## config.mk

```make
export PLATFORM = sky130hd
export DESIGN_NAME = core_sequencer
export DESIGN_NICKNAME = d
export VERILOG_FILES = /design/src/rtl/core_sequencer.sv
export SDC_FILE = /design/constraint.sdc
export NUM_CORES = 1
export LEC_CHECK = 0
export ABC_AREA = 1
export CAP_MARGIN = 20
export CORE_AREA = 3 3 45 87
export CTS_BUF_LIST = sky130_fd_sc_hd__clkbuf_8
export DETAILED_ROUTE_END_ITERATION = 12
export DIE_AREA = 0 0 48 90
export PLACE_DENSITY = 0.78
export SLEW_MARGIN = 10
export SYNTH_ARGS = -nofsm -noshare
export SYNTH_HDL_FRONTEND = slang
export SYNTH_SLANG_ARGS = --single-unit
```

## constraint.sdc

```tcl
create_clock -name clk -period 2.07 [get_ports clk]
set_input_delay 0.414 -clock clk [delete_from_list [all_inputs] [get_ports clk]]
set_output_delay 0.414 -clock clk [all_outputs]
set_load 0.05 [all_outputs]
```

## src/rtl/core_sequencer.sv

```systemverilog
// rtl/core_sequencer.sv - multi-cycle FETCH/DECODE/EXECUTE/WRITEBACK control FSM with run/halt/step and traps
// Optional fetch watchdog enabled by defining SEQ_WATCHDOG_EN.
module core_sequencer #(
    parameter int MEM_SIZE    = 16,
    parameter int CNT_WIDTH   = 16,
    parameter int WDOG_CYCLES = 8,
    localparam int PW = (MEM_SIZE > 1) ? $clog2(MEM_SIZE) : 1
) (
    input  logic                 clk,
    input  logic                 reset,
    input  logic                 start,
    input  logic                 halt_req,
    input  logic                 step_mode,
    input  logic                 step,
    input  logic                 mem_ready,
    input  logic [6:0]           opcode,
    output logic                 rd_en,
    output logic                 ir_load,
    output logic                 reg_write_en,
    output logic [PW-1:0]        pc,
    output logic                 busy,
    output logic                 halted,
    output logic                 trap,
    output logic [1:0]           trap_cause,
    output logic [CNT_WIDTH-1:0] retired_count,
    output logic [2:0]           state
);

    typedef enum logic [2:0] {
        S_IDLE      = 3'd0,
        S_FETCH     = 3'd1,
        S_DECODE    = 3'd2,
        S_EXECUTE   = 3'd3,
        S_WRITEBACK = 3'd4,
        S_PAUSE     = 3'd5,
        S_HALT      = 3'd6,
        S_TRAP      = 3'd7
    } state_t;

    localparam logic [6:0] OP_R_TYPE = 7'b0110011;
    localparam logic [6:0] OP_I_ALU  = 7'b0010011;

    if (WDOG_CYCLES < 1) begin : g_bad_wdog
        $error("WDOG_CYCLES must be at least 1");
    end

    state_t               state_q, state_d;
    logic [PW-1:0]        pc_q, pc_d;
    logic [CNT_WIDTH-1:0] retired_q, retired_d;
    logic [1:0]           cause_q, cause_d;
    logic                 halt_pending_q, halt_pending_d;

`ifdef SEQ_WATCHDOG_EN
    localparam int WW = $clog2(WDOG_CYCLES + 1);
    logic [WW-1:0] wdog_q, wdog_d;

    always_ff @(posedge clk or posedge reset) begin
        if (reset) wdog_q <= '0;
        else       wdog_q <= wdog_d;
    end
`endif

    always_ff @(posedge clk or posedge reset) begin
        if (reset) begin
            state_q        <= S_IDLE;
            pc_q           <= '0;
            retired_q      <= '0;
            cause_q        <= 2'd0;
            halt_pending_q <= 1'b0;
        end else begin
            state_q        <= state_d;
            pc_q           <= pc_d;
            retired_q      <= retired_d;
            cause_q        <= cause_d;
            halt_pending_q <= halt_pending_d;
        end
    end

    always_comb begin
        state_d        = state_q;
        pc_d           = pc_q;
        retired_d      = retired_q;
        cause_d        = cause_q;
        halt_pending_d = halt_pending_q;
        rd_en          = 1'b0;
        ir_load        = 1'b0;
        reg_write_en   = 1'b0;
`ifdef SEQ_WATCHDOG_EN
        wdog_d         = '0;
`endif
        case (state_q)
            S_IDLE: begin
                if (halt_pending_q || halt_req) state_d = S_HALT;
                else if (start)                 state_d = S_FETCH;
            end
            S_FETCH: begin
                rd_en = 1'b1;
                if (mem_ready) begin
                    ir_load = 1'b1;
                    state_d = S_DECODE;
                end
`ifdef SEQ_WATCHDOG_EN
                // mem_ready is checked first so a late response still wins
                else if (wdog_q == WW'(WDOG_CYCLES - 1)) begin
                    state_d = S_TRAP;
                    cause_d = 2'd2;
                end else begin
                    wdog_d = wdog_q + 1'b1;
                end
`endif
            end
            S_DECODE: begin
                if (opcode == OP_R_TYPE || opcode == OP_I_ALU) begin
                    state_d = S_EXECUTE;
                end else begin
                    state_d = S_TRAP;
                    cause_d = 2'd1;
                end
            end
            S_EXECUTE: state_d = S_WRITEBACK;
            S_WRITEBACK: begin
                reg_write_en = 1'b1;
                pc_d         = (pc_q == PW'(MEM_SIZE - 1)) ? '0 : pc_q + 1'b1;
                retired_d    = (&retired_q) ? retired_q : retired_q + 1'b1;
                if (halt_pending_q) state_d = S_HALT;
                else if (step_mode) state_d = S_PAUSE;
                else                state_d = S_FETCH;
            end
            S_PAUSE: begin
                if (halt_pending_q || halt_req) state_d = S_HALT;
                else if (step || !step_mode)    state_d = S_FETCH;
            end
            S_HALT: begin
                if (start) state_d = S_FETCH;
            end
            S_TRAP:  state_d = S_TRAP;
            default: state_d = S_IDLE;
        endcase

        // Entering HALT consumes the request; otherwise halt_req is sticky
        if (state_d == S_HALT && state_q != S_HALT)
            halt_pending_d = 1'b0;
        else if (halt_req && state_q != S_HALT && state_q != S_TRAP)
            halt_pending_d = 1'b1;
    end

    assign pc            = pc_q;
    assign retired_count = retired_q;
    assign trap_cause    = cause_q;
    assign state         = state_q;
    assign busy          = (state_q == S_FETCH) || (state_q == S_DECODE) ||
                           (state_q == S_EXECUTE) || (state_q == S_WRITEBACK);
    assign halted        = (state_q == S_HALT);
    assign trap          = (state_q == S_TRAP);

endmodule

```

Yosys cells after proc, flatten, opt, wreduce, memory -nomap -nowiden
Index checks and enable logic that the tools add are counted.
{"block": "op_classes", "add_sub_neg": 2, "mul": 0, "n_div": 0, "n_lt_le_gt_ge": 0, "n_eq_ne": 13, "shifts": 0, "n_mux": 16, "n_bitwise": 2, "reduce_logical": 15}
{"operator": "3-bit two-way mux", "n": 8}
{"operator": "3-bit case mux with 8 select lines", "n": 1}
{"operator": "16-bit by 1-bit adder with 16-bit output, second input constant", "n": 1}
{"operator": "16-bit AND reduction", "n": 1}
{"operator": "3-bit equality test, second input constant", "n": 5}
{"operator": "7-bit by 5-bit equality test with 1-bit output, second input constant", "n": 1}
{"operator": "7-bit by 6-bit equality test with 1-bit output, second input constant", "n": 1}
{"operator": "3-bit by 2-bit equality test with 1-bit output, second input constant", "n": 2}
{"operator": "1-bit logical OR", "n": 6}
{"operator": "1-bit two-way mux", "n": 6}
{"operator": "3-bit inequality test, second input constant", "n": 2}
{"operator": "4-bit by 1-bit adder with 4-bit output, second input constant", "n": 1}
{"operator": "4-bit equality test, second input constant", "n": 1}
{"operator": "4-bit two-way mux", "n": 1}
{"operator": "2-bit AND reduction", "n": 2}
{"operator": "3-bit by 1-bit equality test with 1-bit output, second input constant", "n": 1}
{"operator": "1-bit logical AND", "n": 3}
{"operator": "3-bit logical NOT", "n": 1}
{"operator": "1-bit inverter", "n": 2}
{"operator": "2-bit nonzero test", "n": 1}
{"operator": "1-bit logical NOT", "n": 1}
{"block": "word_totals", "ff_bits": 25, "latchBits": 0, "ramBits": 0, "rom_bits": 0, "output_inout_bits": 31, "word_cells": 53, "mem_count": 0}

Logic depth before layout (Yosys ltp)
{"block": "depth", "depth_word": 8, "depth_mapped": 11, "ltp_nobuf": 10}

Worst setup path before layout
OpenSTA, ideal clock, no wires.
{"block": "synth_timing", "path_kind": "register to register", "startpoint": "reg state_q[2] (netlist: state[2])", "endpoint": "reg halt_pending_q", "t_arrival_ns": 2.162, "t_required_ns": 1.951, "slack_ns": -0.211, "stages_incl_launch_ff": 11, "synth_period_minus_slack_ns": 2.281, "cell_sequence": "dfrtp_1 > buf_2 > nand2_1 > nor2_1 > nand2_1 > o21ai_0 > nor2_1 > nand2_1 > nand2_1 > nor2_1 > nor2_1"}
{"block": "synth_via", "word_cells_on_any_way": 22, "classes_between": "eq/ne: 10; mux: 7; reduce/logical: 5"}
{"element": "start, declared", "line": "47", "text": "state_t state_q, state_d;"}
{"element": "start signal, assigned", "line": "71", "text": "state_q <= state_d;"}
{"element": "3-bit equality test (*)"}
{"element": "via halted", "line": "22", "text": "output logic halted,"}
{"element": "3-bit case mux with 8 select lines (*)", "line": "91", "text": "case (state_q)"}
{"element": "via state_d[1]", "line": "47"}
{"element": "3-bit equality test (*)", "line": "141", "text": "if (state_d == S_HALT && state_q != S_HALT)"}
{"element": "1-bit logical AND (*)", "line": "141"}
{"element": "1-bit two-way mux or 2-bit nonzero test (tied branches)"}
{"element": "end signal, assigned", "line": "75", "text": "halt_pending_q <= halt_pending_d;"}
{"element": "end, declared", "line": "51", "text": "logic halt_pending_q, halt_pending_d;"}
Mark *: on every way through the listed nets, which the timed path passes. The rest lies on a longest branch.
A chain may end at the register's enable or synchronous reset.

Worst setup path after layout
{"block": "layout_timing", "startpoint": "reg retired_q[7] (netlist: retired_count[7])", "endpoint": "out retired_count[7]"}
{"element": "start, declared", "line": "49", "text": "logic [CNT_WIDTH-1:0] retired_q, retired_d;"}
{"element": "start signal, assigned", "line": "73", "text": "retired_q <= retired_d;"}
{"element": "end, declared", "line": "25", "text": "output logic [CNT_WIDTH-1:0] retired_count,"}
No word-level cell between the ends.

==> flow_summary.yaml <==
clock_tree:
  clock_latency_ns: 0.27
  htree_levels: 1
  clkSlewWorstSetupHoldPaths_ns: 0.09
  clockBufferDepth: 2
  cts_made_buffers: 3
  cts_tree: "built"
  cts_root_buf: "clkbuf_8"
  cts.sinks: 25
setup_path:
  r2r_start: "retired_count[1]"
  max_stage_delay_ns: 0.84
  path_max_fanout: 6
  setup.worst_path.end_class: "output port"
  cp.arrival_ns: 1.57
  crit_family: "buffers and inverters"
  cpMaxStageDelayCell: "clkdlybuf4s50_1"
  cp_num_buf_inv: 1
  crit_start: "retired_count[7]"
  crit_chain: "clkdlybuf4s50_1"
  required_ns: 1.66
  criticalPathCategory: "flip-flop to output port"
  cp.depth: 1
  startpoint_type: "flip-flop"
  reg2reg_depth: 8
  r2r_end: "retired_count[9]"
  r2r_slack_ns: 0.36
  cp-endpoint: "retired_count[7]"
final_layout:
  ff_latch_area_um2: 629.4
  final_cell_mix: "nand2_1, clkdlybuf4s50_1, inv_1"
  fill_cells: 279
  finalCoreUtilization_pct: 65.13
  drive_above_1_share_pct: 16.73
  diodes: 0
  final_common_cell: "nand2_1"
  fin_nets: 274
  multiInputGateArea_um2: 784.5
  area_delta_synth_final_pct: 34.28
global_route:
  grt_usage_pct: 19.44
  grt_pass1_vias: 1493
  antenna_found_initial: 0
  grt.overflow.total: 0
  grt_max_degree: 26
  grt_pass1_wl_mm: 6.292
drt:
  via_per_inst: 5.111
  wl_per_cell_um: 12.64
  routed_wl_mm: 3.640
  drtIter0Drc: 37
  drc: 0
  first_pass_iters: 4
  drtAntennaViolNets: 0
  num_vias: 1472
die:
  dieHeight_um: 90
  row_count: 29
  die_w_um: 48
  die_area_mm2: 0.004320
  ios: 45
  initial_utilization_pct: 48.51
  core_region_area_mm2: 0.003266
timing:
  fin_crit_sh_pct: 95.90
  slew_violations: 0
  fmax_mhz: 503.8
  fin_crit_ns: 1.985
  setup_violations: 0
  hold_violations: 0
  worst_pin_slew_ns: 0.5117
  skew_ns: 0.005568
  rsz0062_at_grt: "no"
  max_slew_margin_pct: 65.78
  fin_tns_setup_ns: 0
power_and_ir_drop:
  netSwitchingPower_mw: 1.517
  p_per_area_mw_per_mm2: 1372
  vdd_ir_drop_max_uv: 1059
  power.share.clock_pct: 10.1
  seq_power_share_pct: 28.1
  leakagePower_nw: 1.017
  combPwrFrac_pct: 61.7
  swShare_pct: 51.96
  power.internal_mw: 1.402
yosys:
  synth.cell_area_mm2: 0.001584
  syn-instance-count: 212
  yosys_warnings: 0
  ys_types: 26
  postSynthAreaPerCell_um2: 7.472
  ys_seq_elements: 25
  yosysSeqAreaShare_pct: 39.49
  synth_nets: 228
outcome:
  status: "finished, final reports clean"
job:
  drv_cap: 0
min_path:
  hold_path_startpoint: "trap_cause[0]"
  worstHoldPathType: "flip-flop to flip-flop"
placement:
  dp_hpwl_mm: 2.944
  portBuffers: 42
  globalplace.congestion: 0.8985
-- power groups by stage --
| stage | logic (mW) | clock network, mW | registers [mW] |
|---|---|---|---|
| finish | 1.80 | 0.295 | 0.822 |
| global route | 1.95 | 0.332 | 0.853 |
| CTS | 1.76 | 0.305 | 0.835 |
| detailed placement | 1.75 | 0 | 0.843 |
| global placement | 1.73 | 0 | 0.846 |
| floorplan | 0.931 | 0 | 1.11 |
-- cell families (layout without fill, tap and decap cells) --
kind of cell               Yosys count  count (layout)  synth area share (%)
AOI/OAI and AO/OA                   13              13                 5.371
and+or+nand+nor                    119             119                 34.44
other                                1               1                0.2367
adders and majority gates            2               2                 1.580
xor gates and xnor gates            14              14                 7.741
DFF                                 25              25                 39.49
buffers and inverters               38              83                 11.14
-- per-layer routing --
layer / vias up / routed length (µm) / track usage, %
met2: 37 / 2203 / 33.96
li1: 744 / - / -
met5: - / 0 / 0
met1: 679 / 1216 / 20.20
met3: 12 / 77 / 1.400
met4: 0 / 143 / 11.69
-- stage by stage --
| stage | setup WS (ns) | instances | cell area (µm²) | hold slack, ns | power [mW] |
|---|---|---|---|---|---|
| 6_report | 0.08492 | 288 | 2127 | 0.4804 | 2.919 |
| 5_1_grt | 0.01811 | 288 | 2127 | 0.5038 | 3.139 |
| 4_1_cts | 0.06831 | 285 | 2103 | 0.4843 | 2.899 |
| 3_5_place_dp | 0.2814 | 281 | 2054 | 0.4554 | 2.598 |
| 3_3_place_gp | 0.3481 | 281 | 2054 | 0.4479 | 2.573 |
| 2_1_floorplan | 0.05970 | 212 | 1597 | 0.4412 | 2.046 |
-- flip-flops by register name, summed over array words and instances, names as in the netlist --
register	cells
state	3
halt_pending_q	1
pc	4
trap_cause	1
retired_count	16
-- Yosys cell counts (all sizes together) --
cell    number  area, µm²
nand3       16      85.08
nand2       60      232.7
nor2        28      127.6
conb         1      3.750
nor3         7      46.30
buf          6      53.79
nand4        5      31.28
o21ai        8      55.05
dfrtp       25      625.6
ha           2      25.02
xor2        11      96.34
xnor2        3      26.28
inv         32      122.6
a21oi        3      15.01
o21bai       2      15.01
nand3b       3      22.52
-- worst min-delay path by stage --
stage                                 to  slack [ns]  cells after the start
after floorplan           halt_pending_q        0.44                      1
after global placement     trap_cause[0]        0.45                      2
after detailed placement   trap_cause[0]        0.46                      2
after CTS                  trap_cause[0]        0.48                      2
after global routing       trap_cause[0]        0.50                      2
final                      trap_cause[0]        0.48                      2
-- area by class of cell --
type | count | share of cell area [%]
Tap cell | 31 | 1.824
Multi-Input combinational cell | 149 | 36.88
Clock buffer | 3 | 1.941
Clock inverter | 1 | 0.3529
Timing Repair Buffer | 47 | 23.29
Inverter | 32 | 6.118
Sequential cell | 25 | 29.59
-- what timing repair did --
action / CTS / global route
endpoints found under the setup margin: 0 / 1
gates resized for setup: 0 / 1
hold buffers: 0 / 0
setup buffers: 0 / 3
(Power assumes the default switching activity.)
